<file path="src/rtl/battleship_turn_ctrl_if.sv">
// Command/response link between the turn controller and the board datapath.
// The controller drives commands as master; the board answers with a one-cycle response strobe.
interface battleship_turn_ctrl_if;
    logic       cmd_valid;
    logic       cmd_ready;
    logic       cmd_op;
    logic       cmd_player;
    logic [1:0] cmd_x;
    logic [1:0] cmd_y;
    logic       rsp_valid;
    logic [1:0] rsp_code;

    modport master (
        output cmd_valid, cmd_op, cmd_player, cmd_x, cmd_y,
        input  cmd_ready, rsp_valid, rsp_code
    );

    modport slave (
        input  cmd_valid, cmd_op, cmd_player, cmd_x, cmd_y,
        output cmd_ready, rsp_valid, rsp_code
    );
endinterface

</file>
<file path="src/rtl/battleship_turn_ctrl.sv">
// Battleship game sequencer: button edge detection, turn/phase FSM, timed holds,
// place/shoot command issue to the board and score tracking up to a win.
module battleship_turn_ctrl #(
    parameter int unsigned HOLD_CYCLES = 3,
    parameter int unsigned SHIPS       = 4,
    parameter int unsigned WIN_SCORE   = 4
) (
    input  logic                  clk,
    input  logic                  rst,
    battleship_turn_ctrl_if.master bus,
    input  logic                  start_i,
    input  logic [1:0]            x_i,
    input  logic [1:0]            y_i,
    input  logic                  pAb_i,
    input  logic                  pBb_i,
    output logic [2:0]            phase_o,
    output logic                  battle_o,
    output logic                  turn_o,
    output logic [2:0]            placeCnt_o,
    output logic [2:0]            scoreA_o,
    output logic [2:0]            scoreB_o,
    output logic                  lastHit_o,
    output logic                  ootPress_o,
    output logic [1:0]            winner_o
);
    localparam logic [2:0] PH_IDLE   = 3'd0;
    localparam logic [2:0] PH_SHOW   = 3'd1;
    localparam logic [2:0] PH_ARM    = 3'd2;
    localparam logic [2:0] PH_ISSUE  = 3'd3;
    localparam logic [2:0] PH_WAIT   = 3'd4;
    localparam logic [2:0] PH_ERROR  = 3'd5;
    localparam logic [2:0] PH_RESULT = 3'd6;
    localparam logic [2:0] PH_WIN    = 3'd7;

    localparam logic [1:0] RSP_OK   = 2'b00;
    localparam logic [1:0] RSP_DUP  = 2'b01;
    localparam logic [1:0] RSP_HIT  = 2'b10;

    logic [2:0] phase_q, phase_d;
    logic [7:0] holdCnt_q, holdCnt_d;
    logic       battle_q, battle_d;
    logic       turn_q, turn_d;
    logic [2:0] placeCnt_q, placeCnt_d;
    logic [2:0] scoreA_q, scoreA_d;
    logic [2:0] scoreB_q, scoreB_d;
    logic       lastHit_q, lastHit_d;
    logic       ootPress_q, ootPress_d;
    logic [1:0] winner_q, winner_d;
    logic       cmdValid_q, cmdValid_d;
    logic       cmdOp_q, cmdOp_d;
    logic       cmdPlayer_q, cmdPlayer_d;
    logic [1:0] cmdX_q, cmdX_d;
    logic [1:0] cmdY_q, cmdY_d;
    logic       pAbPrev_q, pBbPrev_q;

    logic       pressA, pressB, pressTurn, pressOther, holdDone;
    logic [2:0] turnScore, placed;

    assign pressA     = pAb_i & ~pAbPrev_q;
    assign pressB     = pBb_i & ~pBbPrev_q;
    assign pressTurn  = turn_q ? pressB : pressA;
    assign pressOther = turn_q ? pressA : pressB;
    assign holdDone   = (holdCnt_q == 8'(HOLD_CYCLES - 1));
    assign turnScore  = turn_q ? scoreB_q : scoreA_q;
    assign placed     = placeCnt_q + 3'd1;

    always_comb begin
        phase_d     = phase_q;
        holdCnt_d   = 8'd0;
        battle_d    = battle_q;
        turn_d      = turn_q;
        placeCnt_d  = placeCnt_q;
        scoreA_d    = scoreA_q;
        scoreB_d    = scoreB_q;
        lastHit_d   = lastHit_q;
        ootPress_d  = 1'b0;
        winner_d    = winner_q;
        cmdValid_d  = cmdValid_q;
        cmdOp_d     = cmdOp_q;
        cmdPlayer_d = cmdPlayer_q;
        cmdX_d      = cmdX_q;
        cmdY_d      = cmdY_q;
        case (phase_q)
            PH_IDLE: begin
                if (start_i) begin
                    phase_d    = PH_SHOW;
                    turn_d     = 1'b0;
                    battle_d   = 1'b0;
                    placeCnt_d = 3'd0;
                end
            end
            PH_SHOW, PH_ERROR, PH_RESULT: begin
                if (!holdDone) begin
                    holdCnt_d = holdCnt_q + 8'd1;
                end else if (phase_q == PH_RESULT && turnScore == 3'(WIN_SCORE)) begin
                    phase_d  = PH_WIN;
                    winner_d = turn_q ? 2'b10 : 2'b01;
                end else begin
                    phase_d = PH_ARM;
                    if (phase_q == PH_RESULT) turn_d = ~turn_q;
                end
            end
            PH_ARM: begin
                // The turn player wins a simultaneous press; the other press still flags.
                ootPress_d = pressOther;
                if (pressTurn) begin
                    phase_d     = PH_ISSUE;
                    cmdValid_d  = 1'b1;
                    cmdOp_d     = battle_q;
                    cmdPlayer_d = turn_q;
                    cmdX_d      = x_i;
                    cmdY_d      = y_i;
                end
            end
            PH_ISSUE: begin
                if (cmdValid_q && bus.cmd_ready) begin
                    cmdValid_d = 1'b0;
                    phase_d    = PH_WAIT;
                end
            end
            PH_WAIT: begin
                if (bus.rsp_valid) begin
                    if (!battle_q) begin
                        if (bus.rsp_code == RSP_OK) begin
                            if (placed == 3'(SHIPS)) begin
                                placeCnt_d = 3'd0;
                                phase_d    = PH_SHOW;
                                turn_d     = ~turn_q;
                                if (turn_q) battle_d = 1'b1;
                            end else begin
                                placeCnt_d = placed;
                                phase_d    = PH_ARM;
                            end
                        end else begin
                            phase_d = PH_ERROR;
                        end
                    end else if (bus.rsp_code == RSP_HIT) begin
                        lastHit_d = 1'b1;
                        phase_d   = PH_RESULT;
                        if (turn_q) scoreB_d = scoreB_q + 3'd1;
                        else        scoreA_d = scoreA_q + 3'd1;
                    end else if (bus.rsp_code[1]) begin
                        lastHit_d = 1'b0;
                        phase_d   = PH_RESULT;
                    end else begin
                        phase_d = PH_ERROR;
                    end
                end
            end
            PH_WIN: begin
                phase_d = PH_WIN;
            end
        endcase
    end

    always_ff @(posedge clk) begin
        if (rst) begin
            phase_q     <= PH_IDLE;
            holdCnt_q   <= 8'd0;
            battle_q    <= 1'b0;
            turn_q      <= 1'b0;
            placeCnt_q  <= 3'd0;
            scoreA_q    <= 3'd0;
            scoreB_q    <= 3'd0;
            lastHit_q   <= 1'b0;
            ootPress_q  <= 1'b0;
            winner_q    <= 2'b00;
            cmdValid_q  <= 1'b0;
            cmdOp_q     <= 1'b0;
            cmdPlayer_q <= 1'b0;
            cmdX_q      <= 2'd0;
            cmdY_q      <= 2'd0;
            pAbPrev_q   <= 1'b0;
            pBbPrev_q   <= 1'b0;
        end else begin
            phase_q     <= phase_d;
            holdCnt_q   <= holdCnt_d;
            battle_q    <= battle_d;
            turn_q      <= turn_d;
            placeCnt_q  <= placeCnt_d;
            scoreA_q    <= scoreA_d;
            scoreB_q    <= scoreB_d;
            lastHit_q   <= lastHit_d;
            ootPress_q  <= ootPress_d;
            winner_q    <= winner_d;
            cmdValid_q  <= cmdValid_d;
            cmdOp_q     <= cmdOp_d;
            cmdPlayer_q <= cmdPlayer_d;
            cmdX_q      <= cmdX_d;
            cmdY_q      <= cmdY_d;
            pAbPrev_q   <= pAb_i;
            pBbPrev_q   <= pBb_i;
        end
    end

    assign bus.cmd_valid  = cmdValid_q;
    assign bus.cmd_op     = cmdOp_q;
    assign bus.cmd_player = cmdPlayer_q;
    assign bus.cmd_x      = cmdX_q;
    assign bus.cmd_y      = cmdY_q;
    assign phase_o        = phase_q;
    assign battle_o       = battle_q;
    assign turn_o         = turn_q;
    assign placeCnt_o     = placeCnt_q;
    assign scoreA_o       = scoreA_q;
    assign scoreB_o       = scoreB_q;
    assign lastHit_o      = lastHit_q;
    assign ootPress_o     = ootPress_q;
    assign winner_o       = winner_q;
endmodule

</file>
<file path="src/flat_wrapper.sv">
// flat-port wrapper written by rule: the top's interface ports become plain ports
module battleship_turn_ctrl_flat 
#(
    parameter int unsigned HOLD_CYCLES = 3,
    parameter int unsigned SHIPS       = 4,
    parameter int unsigned WIN_SCORE   = 4
)
  (clk, rst, start_i, x_i, y_i, pAb_i, pBb_i, phase_o, battle_o, turn_o, placeCnt_o, scoreA_o, scoreB_o, lastHit_o, ootPress_o, winner_o, bus_cmd_valid, bus_cmd_op, bus_cmd_player, bus_cmd_x, bus_cmd_y, bus_cmd_ready, bus_rsp_valid, bus_rsp_code);
  battleship_turn_ctrl_if bus_i ();
  input  logic clk;
  input  logic rst;
  input  logic start_i;
  input  logic [1:0] x_i;
  input  logic [1:0] y_i;
  input  logic pAb_i;
  input  logic pBb_i;
  output logic [2:0] phase_o;
  output logic battle_o;
  output logic turn_o;
  output logic [2:0] placeCnt_o;
  output logic [2:0] scoreA_o;
  output logic [2:0] scoreB_o;
  output logic lastHit_o;
  output logic ootPress_o;
  output logic [1:0] winner_o;
  output wire logic [$bits(bus_i.cmd_valid)-1:0] bus_cmd_valid;
  output wire logic [$bits(bus_i.cmd_op)-1:0] bus_cmd_op;
  output wire logic [$bits(bus_i.cmd_player)-1:0] bus_cmd_player;
  output wire logic [$bits(bus_i.cmd_x)-1:0] bus_cmd_x;
  output wire logic [$bits(bus_i.cmd_y)-1:0] bus_cmd_y;
  input wire logic [$bits(bus_i.cmd_ready)-1:0] bus_cmd_ready;
  input wire logic [$bits(bus_i.rsp_valid)-1:0] bus_rsp_valid;
  input wire logic [$bits(bus_i.rsp_code)-1:0] bus_rsp_code;
  assign bus_cmd_valid = bus_i.cmd_valid;
  assign bus_cmd_op = bus_i.cmd_op;
  assign bus_cmd_player = bus_i.cmd_player;
  assign bus_cmd_x = bus_i.cmd_x;
  assign bus_cmd_y = bus_i.cmd_y;
  assign bus_i.cmd_ready = bus_cmd_ready;
  assign bus_i.rsp_valid = bus_rsp_valid;
  assign bus_i.rsp_code = bus_rsp_code;
  battleship_turn_ctrl #(.HOLD_CYCLES(HOLD_CYCLES), .SHIPS(SHIPS), .WIN_SCORE(WIN_SCORE)) u_core (.clk(clk), .rst(rst), .bus(bus_i), .start_i(start_i), .x_i(x_i), .y_i(y_i), .pAb_i(pAb_i), .pBb_i(pBb_i), .phase_o(phase_o), .battle_o(battle_o), .turn_o(turn_o), .placeCnt_o(placeCnt_o), .scoreA_o(scoreA_o), .scoreB_o(scoreB_o), .lastHit_o(lastHit_o), .ootPress_o(ootPress_o), .winner_o(winner_o));
endmodule
</file>
<file path="config.mk">
export PLATFORM = sky130hd
export DESIGN_NAME = battleship_turn_ctrl_flat
export DESIGN_NICKNAME = d
export VERILOG_FILES = /design/src/rtl/battleship_turn_ctrl_if.sv /design/src/rtl/battleship_turn_ctrl.sv /design/src/flat_wrapper.sv
export SDC_FILE = /design/constraint.sdc
export NUM_CORES = 1
export LEC_CHECK = 0
export BUFFER_PORTS_ARGS = -buffer_cell sky130_fd_sc_hd__buf_2
export CORE_MARGIN = 2
export CORE_UTILIZATION = 36
export DETAILED_ROUTE_END_ITERATION = 7
export PLACE_DENSITY_LB_ADDON = 0.12
export SLEW_MARGIN = 10
export SYNTH_ARGS = -nofsm -noshare
export SYNTH_HDL_FRONTEND = slang
export SYNTH_SLANG_ARGS = --single-unit
</file>
<file path="constraint.sdc">
create_clock -name clk -period 1.9 [get_ports clk]
set_clock_uncertainty 0.15 [all_clocks]
set_input_delay 0.19 -clock clk [delete_from_list [all_inputs] [get_ports clk]]
set_output_delay 0.19 -clock clk [all_outputs]
set_load 0.05 [all_outputs]
</file>
==> results of run 1 <==
metrics by stage:
| stage | instance area (um^2) | hold WS, ns | total power, uW | std cells |
|---|---|---|---|---|
| floorplan | 1749 | 0.1682 | 1494 | 195 |
| global placement | 2063 | 0.2729 | 1782 | 291 |
| detailed placement | 2063 | 0.2826 | 1771 | 291 |
| CTS | 2201 | 0.003460 | 2334 | 304 |
| global route | 2228 | 0.02637 | 2474 | 304 |
| finish | 2228 | 0.02208 | 2315 | 304 |
worst reg2reg max path, delay by kind of cell, from the launching register on:
family	cells	cell delay [ns]
AO/OA/AOI/OAI	4	0.79
XOR/XNOR	1	0.16
adder cells (fa/ha/maj)	1	0.23
flip-flops	1	0.35
per-layer routing:
metal  GRT usage, %  part of all wire, %  up-vias  wire length [um]
met5              0                    0        -                 0
met4          5.657                  1.5        0                59
met3          4.938                  3.7        6               147
met2          26.59                   49       23              1922
met1          19.82                   46      710              1818
li1               -                    -      794                 -
worst min-delay path by stage:
stage | endpoint | depth (start not counted) | slack, ns
after floorplan | u_core.pAbPrev_q | 1 | 0.17
after global placement | u_core.bus.cmd_x[1] | 3 | 0.27
after detailed placement | u_core.bus.cmd_x[1] | 3 | 0.28
after CTS | u_core.pAbPrev_q | 2 | 0.003
after global routing | u_core.pAbPrev_q | 2 | 0.03
final | u_core.pAbPrev_q | 2 | 0.02
synth_stat cells (3+ instances only):
cell,count,area [um^2]
nand2_1,7,26.28
nor3_1,4,20.02
a21oi_1,8,40.04
mux2i_1,11,110.1
xnor2_1,3,26.28
clkbuf_1,7,26.28
a211oi_1,4,30.03
nor4_1,3,18.77
nor2b_1,5,31.28
nand2b_1,5,31.28
ha_1,6,75.07
and3_1,4,25.02
xor2_1,8,70.07
nand3_1,10,50.05
inv_1,4,15.01
nor2_1,32,120.1
dfxtp_1,35,700.7
cells in the final DEF (no fill, tap or decap), types with 2 or more instances in the layout:
cell,count
buf_2,37
nor2_1,32
dfxtp_1,28
buf_4,16
mux2i_1,11
nand3_1,10
a21oi_1,8
xor2_1,8
nand2_1,7
ha_1,6
dfxtp_2,6
nor2b_1,5
clkbuf_8,5
dlygate4sd3_1,5
inv_1,4
nand2b_1,4
and3_1,4
a211oi_1,4
nor3_1,4
xnor2_1,3
nor4_1,3
o21ai_1,2
a31oi_1,2
o21ai_0,2
or4_1,2
nor3b_1,2
o21bai_1,2
cell type report:
| type | instances | share of cell area (%) |
|---|---|---|
| repair buffers | 58 | 15.95 |
| inverters | 5 | 0.8422 |
| multi-input cells | 144 | 44.30 |
| clock inverters | 3 | 0.8422 |
| well taps | 54 | 3.032 |
| clock buffers | 5 | 3.088 |
| flip-flops and latches | 35 | 31.95 |
power groups by stage:
stage | clock network [uW] | logic [uW] | registers (uW)
floorplan | 0 | 474 | 1020
detailed placement | 0 | 877 | 894
global placement | 0 | 888 | 894
global route | 600 | 981 | 893
CTS | 568 | 889 | 878
finish | 542 | 894 | 879
cells by family (layout without fill, tap and decap cells):
group | after synthesis | in the layout
fa+ha+maj | 6 | 6
flops | 35 | 35
compound gates | 30 | 30
simple gates | 86 | 86
buf+inv | 16 | 71
mux | 11 | 11
xor+xnor | 11 | 11
flip-flops by register name (all words and copies together), names as in the netlist, 2 cells and up:
| name | count |
|---|---|
| u_core.scoreB_o | 3 |
| u_core.scoreA_o | 3 |
| u_core.bus.cmd_y | 2 |
| u_core.bus.cmd_x | 2 |
| u_core.placeCnt_o | 3 |
| u_core.holdCnt_q | 8 |
| u_core.winner_o | 2 |
| u_core.phase_o | 3 |
timing repair:
action,4_1_cts,5_1_grt
endpoints found under the hold margin,5,0
endpoints found under the setup margin,0,8
gates resized for setup,0,6
hold buffers,5,0
==> metrics.md, run 1 <==
| Metric | Value |
|---|---|
| R2R depth | `6` |
| Hold Crit Class | `input port to flop` |
| Root Driver | `clkbuf_8` |
| Placeable Area | `4692 um^2` |
| Crit path capture | `u_core.phase_o[0]` |
| R2R Path End | `u_core.phase_o[0]` |
| Register area | `711.9 um^2` |
| Die span in y | `73.51 um` |
| Critical Path AT | `approximately 1.8 ns` |
| Routed Antenna Nets | `0` |
| CP Depth | `6` |
| Crit end category | `flop` |
| Vias | `between 1500 and 2000` |
| Max cap viols | `0` |
| Synth Instances | `195` |
| NumNets Final | `268` |
| Internal power | `~1400 uW` |
| YS warnings | `0` |
| First-pass GRT wire length | `6762 um` |
| Comb power frac | `38.6%` |
| Core Rows | `25` |
| Max-slew headroom | `63.42%` |
| Die W | `73.51 um` |
| Pwr/cell area | `1039 nW/um^2` |
| Reg power frac | `38.0%` |
| Clock power frac | `roughly a quarter` |
| DP Worst Slack | `0.06569 ns` |
| Ant. Diodes | `0` |
| Final setup vio count | `0` |
| Synthesis-to-layout area growth | `28.13%` |
| Crit share post-route | `95.55%` |
| Post-CTS Setup Bufs | `0` |
| Worst vdd ir | `between 0.3 and 0.4 mV` |
| Yosys cell types | `47` |
| Slowest stage delay, CP | `0.41 ns` |
| H-tree levels | `2` |
| Starting Density | `37.07%` |
| Largest net degree at the start of global routing | `30` |
| Syn nets | `214` |
| Critical path launch point | `u_core.placeCnt_o[0]` |
| Final Max Slew Viols | `0` |
| Area of the multi-input gates | `approximately 990 um^2` |
| Mux cell area share after synthesis | `6.331%` |
| Drt wl/cell | `12.98 um` |
| Largest family of logic cells by synthesized area | `simple AND/OR/NAND/NOR gates` |
| Outcome | `completed` |
| Buffers & Inverters on Critical Path | `0` |
| Cts bufs inserted | `5` |
| Routability cong. | `0.7805` |
| Yosys reg bits | `35` |
| Post-layout min period | `approximately 1.8 ns` |
| Later-pin clock latency in the skew report | `0.29 ns` |
| Port Buf Inserts | `37` |
| Clk sinks | `35` |
| Top FF cell, synth | `dfxtp_1` |
| Fillers | `462` |
| Post-detail-place hpwl | `2894 um` |
| Worst EP required | `1.90 ns` |
| Drc violations | `0` |
| RSZ-0062 raised after global routing | `no` |
| Switching Share | `38.47%` |
| Final worst slack | `roughly 0.085 ns` |
| Fmax | `0.5508 GHz` |
| Synthesized area per cell | `8.919 um^2` |
| Static Leak | `about 0.0010 uW` |
| Switching power | `between 800 and 900 uW` |
| CP max-delay cell | `a2111oi_0` |
| Ports | `38` |
| Share of cells above drive strength 1 | `30.40%` |
| TritonCTS clock tree | `yes` |
| Post-Route Utilization | `47.49%` |
| Die Area | `5403 um^2` |
| HP Start | `pAb_i` |
| Sequential share of the synthesized area | `40.29%` |
| CP Class | `flop to flop` |
| Gr usage total | `16.13%` |
| Reg2Reg Setup Slack | `0.08 ns` |
| Post-Synth Simple-Gate Area | `27.41%` |
| Adder-cell share of the synthesized area | `4.317%` |
| Maximum root-to-sink buffer count | `2` |
| Total gr overflow | `0` |
| Overall routed net length | `3947 um` |
| Compound-Gate Fraction of Synth Area | `11.65%` |
| Element type at the critical path start | `flop` |
| EDFF count, synth | `0` |
| Vias in the first global route | `1470` |
| R2R Path Start | `u_core.placeCnt_o[0]` |
| Drt pass-1 iters | `4` |
| CP top delay family | `compound AO/OA/AOI/OAI gates` |
| Post-Syn Area | `1739 um^2` |
| Antenna violations before repair | `0` |
| Setup TNS Final | `0 ns` |
| Final Hold Fails | `0` |
| Slew @ Worst Pin | `around 0.55 ns` |
| Clock slew at reported path FFs | `0.08 ns` |
| Xor and xnor area share after synthesis | `5.540%` |
| Ys async rst share | `0%` |
| Max Fanout on Critical Path | `5` |
| Vias per cell | `5.043` |
| CP cell instances | `ha_1 > xor2_1 > a2111oi_0 > a21o_1 > o221a_1 > a211oi_1` |
| DRT iter0 DRCs | `41` |
Power figures use the tool's default switching activity.
==> run 2: changes to the inputs <==
--- a/config.mk
+++ b/config.mk
@@ -10,6 +10,7 @@
 export CORE_UTILIZATION = 36
 export DETAILED_ROUTE_END_ITERATION = 7
 export PLACE_DENSITY_LB_ADDON = 0.12
+export RECOVER_POWER = 25
 export SLEW_MARGIN = 10
 export SYNTH_ARGS = -nofsm -noshare
 export SYNTH_HDL_FRONTEND = slang
==> metrics.md, run 2 (same netlist as run 1, synthesis figures left out) <==
| Metric | Value |
|---|---|
| Element type at the critical path start | `flop (unchanged)` |
| Static Leak | `0.0009851 uW (was 0.001038 uW)` |
| Clk sinks | `35 (unchanged)` |
| CP top delay family | `compound AO/OA/AOI/OAI gates (unchanged)` |
| Pwr/cell area | `1045 nW/um^2 (was 1039 nW/um^2)` |
| RSZ-0062 raised after global routing | `no (unchanged)` |
| Largest net degree at the start of global routing | `30 (unchanged)` |
| Core Rows | `25 (unchanged)` |
| H-tree levels | `2 (unchanged)` |
| Final Max Slew Viols | `0 (unchanged)` |
| Die W | `73.51 um (unchanged)` |
| Ports | `38 (unchanged)` |
| Commonest non-fill, non-tap cell in the layout | `nor2_1 (was buf_2)` |
| Starting Density | `37.07% (unchanged)` |
| Gr usage total | `16.13% (unchanged)` |
| Post-layout min period | `1.816 ns (was 1.815 ns)` |
| Biggest register | `u_core.holdCnt_q (unchanged)` |
| Vias | `1535 (was 1533)` |
| CP cell instances | `ha_1 > xor2_1 > a2111oi_0 > a21o_1 > o221a_1 > a211oi_1 (unchanged)` |
| Drt wl/cell | `13.02 um (was 12.98 um)` |
| Final instance area | `2213 um^2 (was 2228 um^2)` |
| Port Buf Inserts | `37 (unchanged)` |
| First-pass GRT wire length | `6762 um (unchanged)` |
| Fmax | `0.5507 GHz (was 0.5508 GHz)` |
| Vias per cell | `5.049 (was 5.043)` |
| Max cap viols | `0 (unchanged)` |
| Area of the multi-input gates | `987.2 um^2 (unchanged)` |
| Clock slew at reported path FFs | `0.08 ns (about the same)` |
| Root Driver | `clkbuf_8 (unchanged)` |
| Total gr overflow | `0 (unchanged)` |
| Max-slew headroom | `59.73% (was 63.42%)` |
| Later-pin clock latency in the skew report | `0.29 ns (about the same)` |
| Ant. Diodes | `0 (unchanged)` |
| Synthesis-to-layout area growth | `27.27% (was 28.13%)` |
| Outcome | `completed (unchanged)` |
| Cts bufs inserted | `5 (unchanged)` |
| CP Class | `flop to flop (unchanged)` |
| Hold Crit Class | `input port to flop (unchanged)` |
| Routability cong. | `0.7805 (unchanged)` |
| Total power draw | `2313 uW (was 2315 uW)` |
| TritonCTS clock tree | `yes (unchanged)` |
| Final worst slack | `0.08418 ns (was 0.08450 ns)` |
| Vias in the first global route | `1470 (unchanged)` |
| Buffers & Inverters on Critical Path | `0 (unchanged)` |
| Slowest stage delay, CP | `0.41 ns (about the same)` |
| Critical Path AT | `1.81 ns (about the same)` |
| Antenna violations before repair | `0 (unchanged)` |
| Final setup vio count | `0 (unchanged)` |
| Placeable Area | `4692 um^2 (unchanged)` |
| Die span in y | `73.51 um (unchanged)` |
| Max Fanout on Critical Path | `5 (unchanged)` |
| DP Worst Slack | `0.06569 ns (unchanged)` |
| Post-Route Utilization | `47.17% (was 47.49%)` |
| Slew @ Worst Pin | `0.6066 ns (was 0.5488 ns)` |
| Setup TNS Final | `0 ns (unchanged)` |
| Fillers | `464 (was 462)` |
| Drc violations | `0 (unchanged)` |
| Post-detail-place hpwl | `2894 um (unchanged)` |
| Final Hold Fails | `0 (unchanged)` |
| Crit end category | `flop (unchanged)` |
| Register area | `711.9 um^2 (unchanged)` |
| Worst vdd ir | `0.3679 mV (was 0.3676 mV)` |
| Die Area | `5403 um^2 (unchanged)` |
| Routed Antenna Nets | `0 (unchanged)` |
| Largest register FFs | `8 (unchanged)` |
| CP max-delay cell | `a2111oi_0 (unchanged)` |
| DP Area | `2063 um^2 (unchanged)` |
| Highest-count cells in the layout ignoring fill and taps | `32 x nor2_1, 28 x dfxtp_1, 25 x buf_2 (was 37 x buf_2, 32 x nor2_1, 28 x dfxtp_1)` |
| DRT iter0 DRCs | `48 (was 41)` |
| Drt pass-1 iters | `4 (unchanged)` |
| NumNets Final | `268 (unchanged)` |
| Worst EP required | `1.90 ns (about the same)` |
| Share of cells above drive strength 1 | `25.60% (was 30.40%)` |
| Crit share post-route | `95.57% (was 95.55%)` |
| Maximum root-to-sink buffer count | `2 (unchanged)` |
| Overall routed net length | `3958 um (was 3947 um)` |
## run 2: changes by cell type in the layout (fill, tap and decap cells not counted)
cell,previous run,this run
buf_2,37,25
clkbuf_1,0,12
## run 2: final cells by class
cell class / count / share of cell area (%)
well taps: 54 / 3.053
flip-flops and latches: 35 / 32.17
repair buffers: 58 / 15.38
clock inverters: 3 / 0.8479
inverters: 5 / 0.8479
clock buffers: 5 / 3.109
multi-input cells: 144 / 44.60
## run 2: path summary, 6_finish.rpt
| path | from | end | slack [ns] | cells after the start |
|---|---|---|---|---|
| setup / recovery | u_core.placeCnt_o[0] | u_core.phase_o[0] | 0.08 | 6 |
| setup reg to reg | u_core.placeCnt_o[0] | u_core.phase_o[0] | 0.08 | 6 |
| hold reg to reg | u_core.scoreB_o[1] | u_core.scoreB_o[1] | 0.34 | 2 |
| hold / removal | pAb_i | u_core.pAbPrev_q | 0.02 | 2 |
## run 2: where the power goes
| group | internal, uW | total, uW | switching (uW) |
|---|---|---|---|
| registers | 802 | 880 | 77.9 |
| clock network | 256 | 542 | 286 |
| logic | 365 | 892 | 527 |
| total | 1420 | 2310 | 891 |
## run 2: repair_timing
| item | in CTS | in global routing |
|---|---|---|
| setup buffers | 0 | 0 |
| gates resized for setup | 0 | 6 |
| endpoints found under the setup margin | 0 | 8 |
| hold endpoints to repair | 5 | 0 |
| hold buffers | 5 | 0 |
## run 2: worst reg2reg max path: cells and delay by family, from the launching register on
family,cells,cell delay [ns]
DFF,1,0.35
adders and majority gates,1,0.23
AOI/OAI and AO/OA,4,0.79
xor gates and xnor gates,1,0.16
## run 2: metal layers
metal	share of wire (%)	wire length, um	GRT usage [%]
met5	0	0	0
met4	1.5	59	5.657
met3	3.7	145	4.938
met2	49	1924	26.59
met1	46	1829	19.82
## run 2: through the flow
stage                     hold slack (ns)  cells
after global routing              0.02637    304
final                             0.02230    304
after global placement             0.2729    291
after CTS                        0.003460    304
after floorplan                    0.1682    195
after detailed placement           0.2826    291
